**config.mk**
```make
export PLATFORM = sky130hd
export DESIGN_NAME = sipo_loader_flat
export DESIGN_NICKNAME = d
export VERILOG_FILES = /design/src/rtl/sipo_loader_if.sv /design/src/rtl/sipo_loader.sv /design/src/flat_wrapper.sv
export SDC_FILE = /design/constraint.sdc
export NUM_CORES = 1
export LEC_CHECK = 0
export CORE_UTILIZATION = 46
export DETAILED_ROUTE_END_ITERATION = 10
export GPL_ROUTABILITY_DRIVEN = 0
export PLACE_DENSITY = 0.85
export SLEW_MARGIN = 15
export SYNTH_ARGS = -nofsm -noshare
export SYNTH_HDL_FRONTEND = slang
export SYNTH_SLANG_ARGS = --single-unit
```
**constraint.sdc**
```tcl
create_clock -name clk -period 1.8 [get_ports clk]
set_input_delay 0.36 -clock clk [delete_from_list [all_inputs] [get_ports clk]]
set_output_delay 0.36 -clock clk [all_outputs]
set_load 0.005 [all_outputs]
```
**src/rtl/sipo_loader_if.sv**
```systemverilog
// Serial-in word loader bus: serial source and
// word consumer on one side, loader on the other.
interface sipo_loader_if #(
   parameter int WIDTH = 4
);
   logic             start;
   logic             sin;
   logic             sin_valid;
   logic [0:WIDTH-1] word;
   logic             word_valid;
   logic             word_ack;
   logic             busy;
   logic [4:0]       bit_cnt;
   logic             overrun;

   modport master (
      output start, sin, sin_valid, word_ack,
      input  word, word_valid, busy,
      input  bit_cnt, overrun
   );

   modport slave (
      input  start, sin, sin_valid, word_ack,
      output word, word_valid, busy,
      output bit_cnt, overrun
   );
endinterface

```
**src/rtl/sipo_loader.sv**
```systemverilog
// Serial-to-parallel word assembler with
// IDLE/SHIFT/HOLD control and a sticky overrun flag.
module sipo_loader #(
   parameter int WIDTH     = 4,
   parameter int MSB_FIRST = 1
) (
   input  logic         clk,
   input  logic         rst,
   sipo_loader_if.slave bus
);
   localparam int            IW   = $clog2(WIDTH);
   localparam logic [4:0]    LAST = 5'(WIDTH - 1);
   localparam logic [IW-1:0] TOP  = IW'(WIDTH - 1);

   typedef enum logic [1:0] {
      IDLE,
      SHIFT,
      HOLD
   } state_t;

   state_t           state;
   logic [0:WIDTH-1] word_q;
   logic             word_valid_q;
   logic             busy_q;
   logic             overrun_q;
   logic [4:0]       bit_cnt_q;
   logic [IW-1:0]    pos;

   // word[0] is the MSB; LSB-first streams fill from the far end
   always_comb begin
      pos = bit_cnt_q[IW-1:0];
      if (MSB_FIRST == 0) pos = TOP - bit_cnt_q[IW-1:0];
   end

   always_ff @(posedge clk) begin
      if (rst) begin
         state        <= IDLE;
         word_q       <= '0;
         word_valid_q <= 1'b0;
         busy_q       <= 1'b0;
         bit_cnt_q    <= '0;
         overrun_q    <= 1'b0;
      end else begin
         unique case (state)
            IDLE: begin
               if (bus.start) begin
                  state     <= SHIFT;
                  busy_q    <= 1'b1;
                  bit_cnt_q <= '0;
                  overrun_q <= 1'b0;
               end
            end
            SHIFT: begin
               if (bus.start) begin
                  bit_cnt_q <= '0;
               end else if (bus.sin_valid) begin
                  word_q[pos] <= bus.sin;
                  bit_cnt_q   <= bit_cnt_q + 5'd1;
                  if (bit_cnt_q == LAST) begin
                     state        <= HOLD;
                     busy_q       <= 1'b0;
                     word_valid_q <= 1'b1;
                  end
               end
            end
            HOLD: begin
               // start is deliberately ignored until IDLE
               if (bus.sin_valid) overrun_q <= 1'b1;
               if (bus.word_ack) begin
                  state        <= IDLE;
                  word_valid_q <= 1'b0;
               end
            end
            default: begin
               state        <= IDLE;
               busy_q       <= 1'b0;
               word_valid_q <= 1'b0;
            end
         endcase
      end
   end

   assign bus.word       = word_q;
   assign bus.word_valid = word_valid_q;
   assign bus.busy       = busy_q;
   assign bus.bit_cnt    = bit_cnt_q;
   assign bus.overrun    = overrun_q;
endmodule

```
**src/flat_wrapper.sv**
```systemverilog
// flat-port wrapper written by rule: the top's interface ports become plain ports
module sipo_loader_flat 
#(
   parameter int WIDTH     = 4,
   parameter int MSB_FIRST = 1
)
  (clk, rst, bus_start, bus_sin, bus_sin_valid, bus_word_ack, bus_word, bus_word_valid, bus_busy, bus_bit_cnt, bus_overrun);
  sipo_loader_if #(.WIDTH(WIDTH)) bus_i ();
  input  logic clk;
  input  logic rst;
  input wire logic [$bits(bus_i.start)-1:0] bus_start;
  input wire logic [$bits(bus_i.sin)-1:0] bus_sin;
  input wire logic [$bits(bus_i.sin_valid)-1:0] bus_sin_valid;
  input wire logic [$bits(bus_i.word_ack)-1:0] bus_word_ack;
  output wire logic [$bits(bus_i.word)-1:0] bus_word;
  output wire logic [$bits(bus_i.word_valid)-1:0] bus_word_valid;
  output wire logic [$bits(bus_i.busy)-1:0] bus_busy;
  output wire logic [$bits(bus_i.bit_cnt)-1:0] bus_bit_cnt;
  output wire logic [$bits(bus_i.overrun)-1:0] bus_overrun;
  assign bus_i.start = bus_start;
  assign bus_i.sin = bus_sin;
  assign bus_i.sin_valid = bus_sin_valid;
  assign bus_i.word_ack = bus_word_ack;
  assign bus_word = bus_i.word;
  assign bus_word_valid = bus_i.word_valid;
  assign bus_busy = bus_i.busy;
  assign bus_bit_cnt = bus_i.bit_cnt;
  assign bus_overrun = bus_i.overrun;
  sipo_loader #(.WIDTH(WIDTH), .MSB_FIRST(MSB_FIRST)) u_core (.clk(clk), .rst(rst), .bus(bus_i));
endmodule
```
==> results.tsv, run 1 <==
metric	value	unit
Total Power	0.599	mW
Tmin final	1660	ps
Area Overhead vs Synth	32.6	%
final worst-path cycle share	0.922	
crit path cell chain	clkdlybuf4s50_1	
Num Clock Sinks	14	
synth top area cells	dfxtp_1, a21oi_1, ha_1	
largest net degree at the start of global routing	16	
worst-path maximum fanout	7	
Clock Skew	3.39	ps
Main synth FF type	dfxtp_1	
CP Launch Type	register	
Total Routing Usage GR	0.198	
Crit path max-delay family	buffers and inverters	
dpl hpwl	1040	um
ys async rst share	0	
die area	1690	um2
top-count cell post-synth	dfxtp_1	
Power per Cell Area	643	nW/um2
number of CTS-inserted buffers	3	
Post-synth EDFFs	0	
Seq cells post-synth	14	
CP required	1440	ps
clk slew on worst S/H paths	80	ps
core area	1370	um2
Die X	41.1	um
Crit Path Category	reg2out	
setup tns final	0	ps
I/O pins	18	
Routed WL	1400	um
Critical path buffers and inverters	1	
Synth area leader	dfxtp_1	
Max-slew headroom	0.664	
antenna viol nets, final	0	
CP peak stage delay	550	ps
post-synth cell types	26	
final setup violation count	0	
Max Clk Rate	603	MHz
Initial Util	0.515	
hold crit path type	reg2reg	
Ant. Diodes	0	
initial antenna violation count	0	
Rows	13	
Nets	113	
Max Slew Vio Count	0	
initial drt markers	7	
clock tree buffer depth	2	
Yosys top cell area share	0.399	
sequential element share of the synthesized area	0.399	
worst-margin pin slew	505	ps
total grt overflow	0	
Final Hold Viols	0	
H-tree depth	1	
Worst IR Drop VDD	0.361	mV
fin util	0.682	
via/cell ratio	5.59	
YS warnings	0	
syn_area_per_cell	8.58	um2
CTS tree	yes	
post-cts resize count	0	
leakage power total	0.334	nW
share of layout cells above drive strength 1	0.0980	
crit path DAT	1300	ps
crit end category	primary output	
syn nets	92	
Root Buffer	clkbuf_4	
drt first pass iters	4	
port bufs	17	
worst skew pair latency	280	ps
drt wl/cell	12.0	um
vias in the first global route	570	
Hold Buf Count CTS	0	
Post-Syn Area	703	um2
Setup Buffers After CTS	0	
Commonest cells post-synth	dfxtp_1, a21oi_1, o21ai_0	
status	complete, no violations	
number of max-cap violations	0	
setup repair after global routing missed its margin	no	
cell count after synthesis	82	
Die Span Y	41.1	um
vias post-DR	654	
Critical-path top delay cell	clkdlybuf4s50_1	
first-pass GRT wire length	2220	um
Post-route DRC	0	
cell type report:
cell class	instances	area [um2]
multi-input combinational	57	378
timing repair buffer	20	193
clock buffer	4	36.3
inverter	7	26.3
sequential	14	280
tap	15	18.8
fill	118	434
layout by cell type (no fill, tap or decap):
cell type	count
o21ai_0	10
ha_1	4
nand3_1	5
nor2_1	3
nor3_1	1
clkbuf_8	1
a21oi_1	12
or4_1	1
a31o_2	1
nand4bb_1	1
nand2b_1	2
nor4bb_1	1
nor2b_1	1
buf_4	3
a21o_1	1
o21ba_1	1
a211oi_1	2
nand2_1	4
nand4b_1	2
o31ai_1	1
or3_1	1
dfxtp_1	14
clkbuf_4	3
a41oi_2	1
and4bb_1	1
inv_1	7
a211oi_2	1
clkdlybuf4s50_1	17
power breakdown:
part           leakage [nW]  switching (mW)  total, mW  internal, mW
combinational         0.199          0.0244     0.0544        0.0300
sequential            0.113         0.00714      0.321         0.314
clock                0.0210           0.100      0.223         0.123
total                 0.334           0.132      0.599         0.467
kinds of logic (layout without fill, tap and decap cells):
| family | after synthesis | count (layout) | share of synthesized area |
|---|---|---|---|
| flops | 14 | 14 | 0.399 |
| compound gates | 30 | 30 | 0.267 |
| fa+ha+maj | 4 | 4 | 0.0712 |
| simple gates | 23 | 23 | 0.199 |
| buf+inv | 11 | 31 | 0.0641 |
final timing paths:
path	from	end	slack, ps	cells after the start
worst max-delay path	u_core.bus.bit_cnt[1]$_SDFFE_PP0P_	bus_bit_cnt[1]	140	1
worst min-delay path	u_core.bus.word_valid$_SDFFE_PP0P_	u_core.bus.word_valid$_SDFFE_PP0P_	470	2
worst max register to register	u_core.bus.bit_cnt[1]$_SDFFE_PP0P_	u_core.bus.bit_cnt[2]$_SDFFE_PP0P_	310	4
worst min register to register	u_core.bus.word_valid$_SDFFE_PP0P_	u_core.bus.word_valid$_SDFFE_PP0P_	470	2
state kept, by name (all words and copies together) (netlist names):
register	cells
u_core.bus.bit_cnt	5
u_core.bus.busy	1
u_core.bus.overrun	1
u_core.bus.word	4
u_core.bus.word_valid	1
u_core.state	2
through the flow:
stage,hold WS [ps],setup WS (ps),instance area (um2),cells
floorplan,425,451,703,82
global route,505,72.4,932,117
CTS,469,142,932,117
global placement,453,50.8,896,113
detailed placement,449,-8.06,896,113
finish,470,141,932,117
layer usage:
layer | track usage | up-vias | wire [um]
li1 | - | 333 | -
met1 | 0.248 | 303 | 705
met2 | 0.324 | 18 | 623
met3 | 0.0326 | 0 | 73
met4 | 0.0968 | 0 | 0
met5 | 0 | - | 0
(Power assumes the default switching activity.)
==> inputs of run 2 (changes only) <==
Settings changed: PLACE_DENSITY 0.85 to 0.76.
==> run 2 against run 1 <==
  * First-iteration DRC count grew 71%
  * Core utilization stayed put
  * Sequential power about the same
  * Highest routed layer is now met4
  * Cell count stayed put
  * Worst hold slack about the same
  * Largest power group unchanged
==> results.tsv, run 2 (same netlist as run 1, synthesis figures left out) <==
metric	value	unit
dpl hpwl	1110	um
H-tree depth	1	
commonest non-fill, non-tap cell in the layout	clkdlybuf4s50_1	
clock tree buffer depth	2	
Area Overhead vs Synth	32.6	%
final worst-path cycle share	0.925	
Power per Cell Area	648	nW/um2
worst skew pair latency	280	ps
die area	1690	um2
setup tns final	0	ps
total grt overflow	0	
Root Buffer	clkbuf_4	
final setup margin	135	ps
Max Clk Rate	601	MHz
crit end category	primary output	
Critical path buffers and inverters	1	
I/O pins	18	
Max-slew headroom	0.687	
Crit path max-delay family	buffers and inverters	
dpl ws	26.0	ps
post-cts resize count	0	
Initial Util	0.515	
post-route cell area	932	um2
fillers	114	
initial antenna violation count	0	
drt wl/cell	13.3	um
Area after DPL	896	um2
Setup Buffers After CTS	0	
Post-route DRC	0	
worst-margin pin slew	469	ps
Tmin final	1670	ps
Max Slew Vio Count	0	
Rows	13	
vias in the first global route	563	
Routed WL	1560	um
number of max-cap violations	0	
Total Routing Usage GR	0.227	
number of CTS-inserted buffers	3	
final setup violation count	0	
first-pass GRT wire length	2490	um
initial drt markers	12	
Critical-path top delay cell	clkdlybuf4s50_1	
Worst IR Drop VDD	0.502	mV
fin util	0.682	
Ant. Diodes	0	
largest net degree at the start of global routing	16	
Nets	113	
Largest register FFs	5	
Die Span Y	41.1	um
vias post-DR	684	
Die X	41.1	um
setup repair after global routing missed its margin	no	
drt first pass iters	4	
Clock Skew	3.60	ps
share of layout cells above drive strength 1	0.0980	
via/cell ratio	5.85	
antenna viol nets, final	0	
status	complete, no violations	
CP required	1440	ps
CP peak stage delay	550	ps
Crit Path Category	reg2out	
core area	1370	um2
CP Launch Type	register	
hold slack	470	ps
leakage power total	0.334	nW
crit path cell chain	clkdlybuf4s50_1	
CTS tree	yes	
clk slew on worst S/H paths	90	ps
Hold Buf Count CTS	0	
crit path DAT	1310	ps
worst-path maximum fanout	7	
Num Clock Sinks	14	
Final Hold Viols	0	
port bufs	17	
most frequent cells in the layout	clkdlybuf4s50_1, dfxtp_1, a21oi_1	
hold crit path type	reg2reg	
==> run 2: cell counts in the layout (fill, tap and decap cells not counted) <==
Identical to the previous run, type by type.
==> run 2: report_power, final <==
group | switching, mW | internal [mW] | total [mW]
Clock | 0.104 | 0.123 | 0.227
Combinational | 0.0247 | 0.0301 | 0.0548
Sequential | 0.00728 | 0.314 | 0.322
Total | 0.136 | 0.468 | 0.604
==> run 2: per-stage QoR <==
stage	instances	total power [mW]
after floorplan	82	0.353
after global placement	113	0.381
after detailed placement	113	0.383
after CTS	117	0.609
after global routing	117	0.632
final	117	0.604
==> run 2: cell type report <==
| type | instances | area [um2] | share of cell area |
|---|---|---|---|
| multi-input combinational | 57 | 378 | 0.405 |
| sequential | 14 | 280 | 0.301 |
| timing repair buffer | 20 | 193 | 0.207 |
| clock buffer | 4 | 36.3 | 0.0389 |
| inverter | 7 | 26.3 | 0.0282 |
| tap | 15 | 18.8 | 0.0201 |
==> run 2: path summary, 6_finish.rpt <==
path / from / end / slack, ps / cells past startpoint
min reg2reg: u_core.bus.word_valid$_SDFFE_PP0P_ / u_core.bus.word_valid$_SDFFE_PP0P_ / 470 / 2
max reg2reg: u_core.bus.bit_cnt[1]$_SDFFE_PP0P_ / u_core.bus.bit_cnt[2]$_SDFFE_PP0P_ / 260 / 4
max: u_core.bus.bit_cnt[1]$_SDFFE_PP0P_ / bus_bit_cnt[1] / 130 / 1
min: u_core.bus.word_valid$_SDFFE_PP0P_ / u_core.bus.word_valid$_SDFFE_PP0P_ / 470 / 2
==> run 2: layer usage <==
layer	track usage	vias to the layer above	wire, um
met5	0	-	0
met4	0.0806	0	14
met2	0.367	24	738
met3	0.0924	2	89
met1	0.269	325	716
li1	-	333	-
==> inputs of run 3 (changes only) <==
Settings changed: SKIP_CTS_REPAIR_TIMING set to 1.
==> results of run 3 <==
Final layout, timing and power as in run 2 (identical DEF).
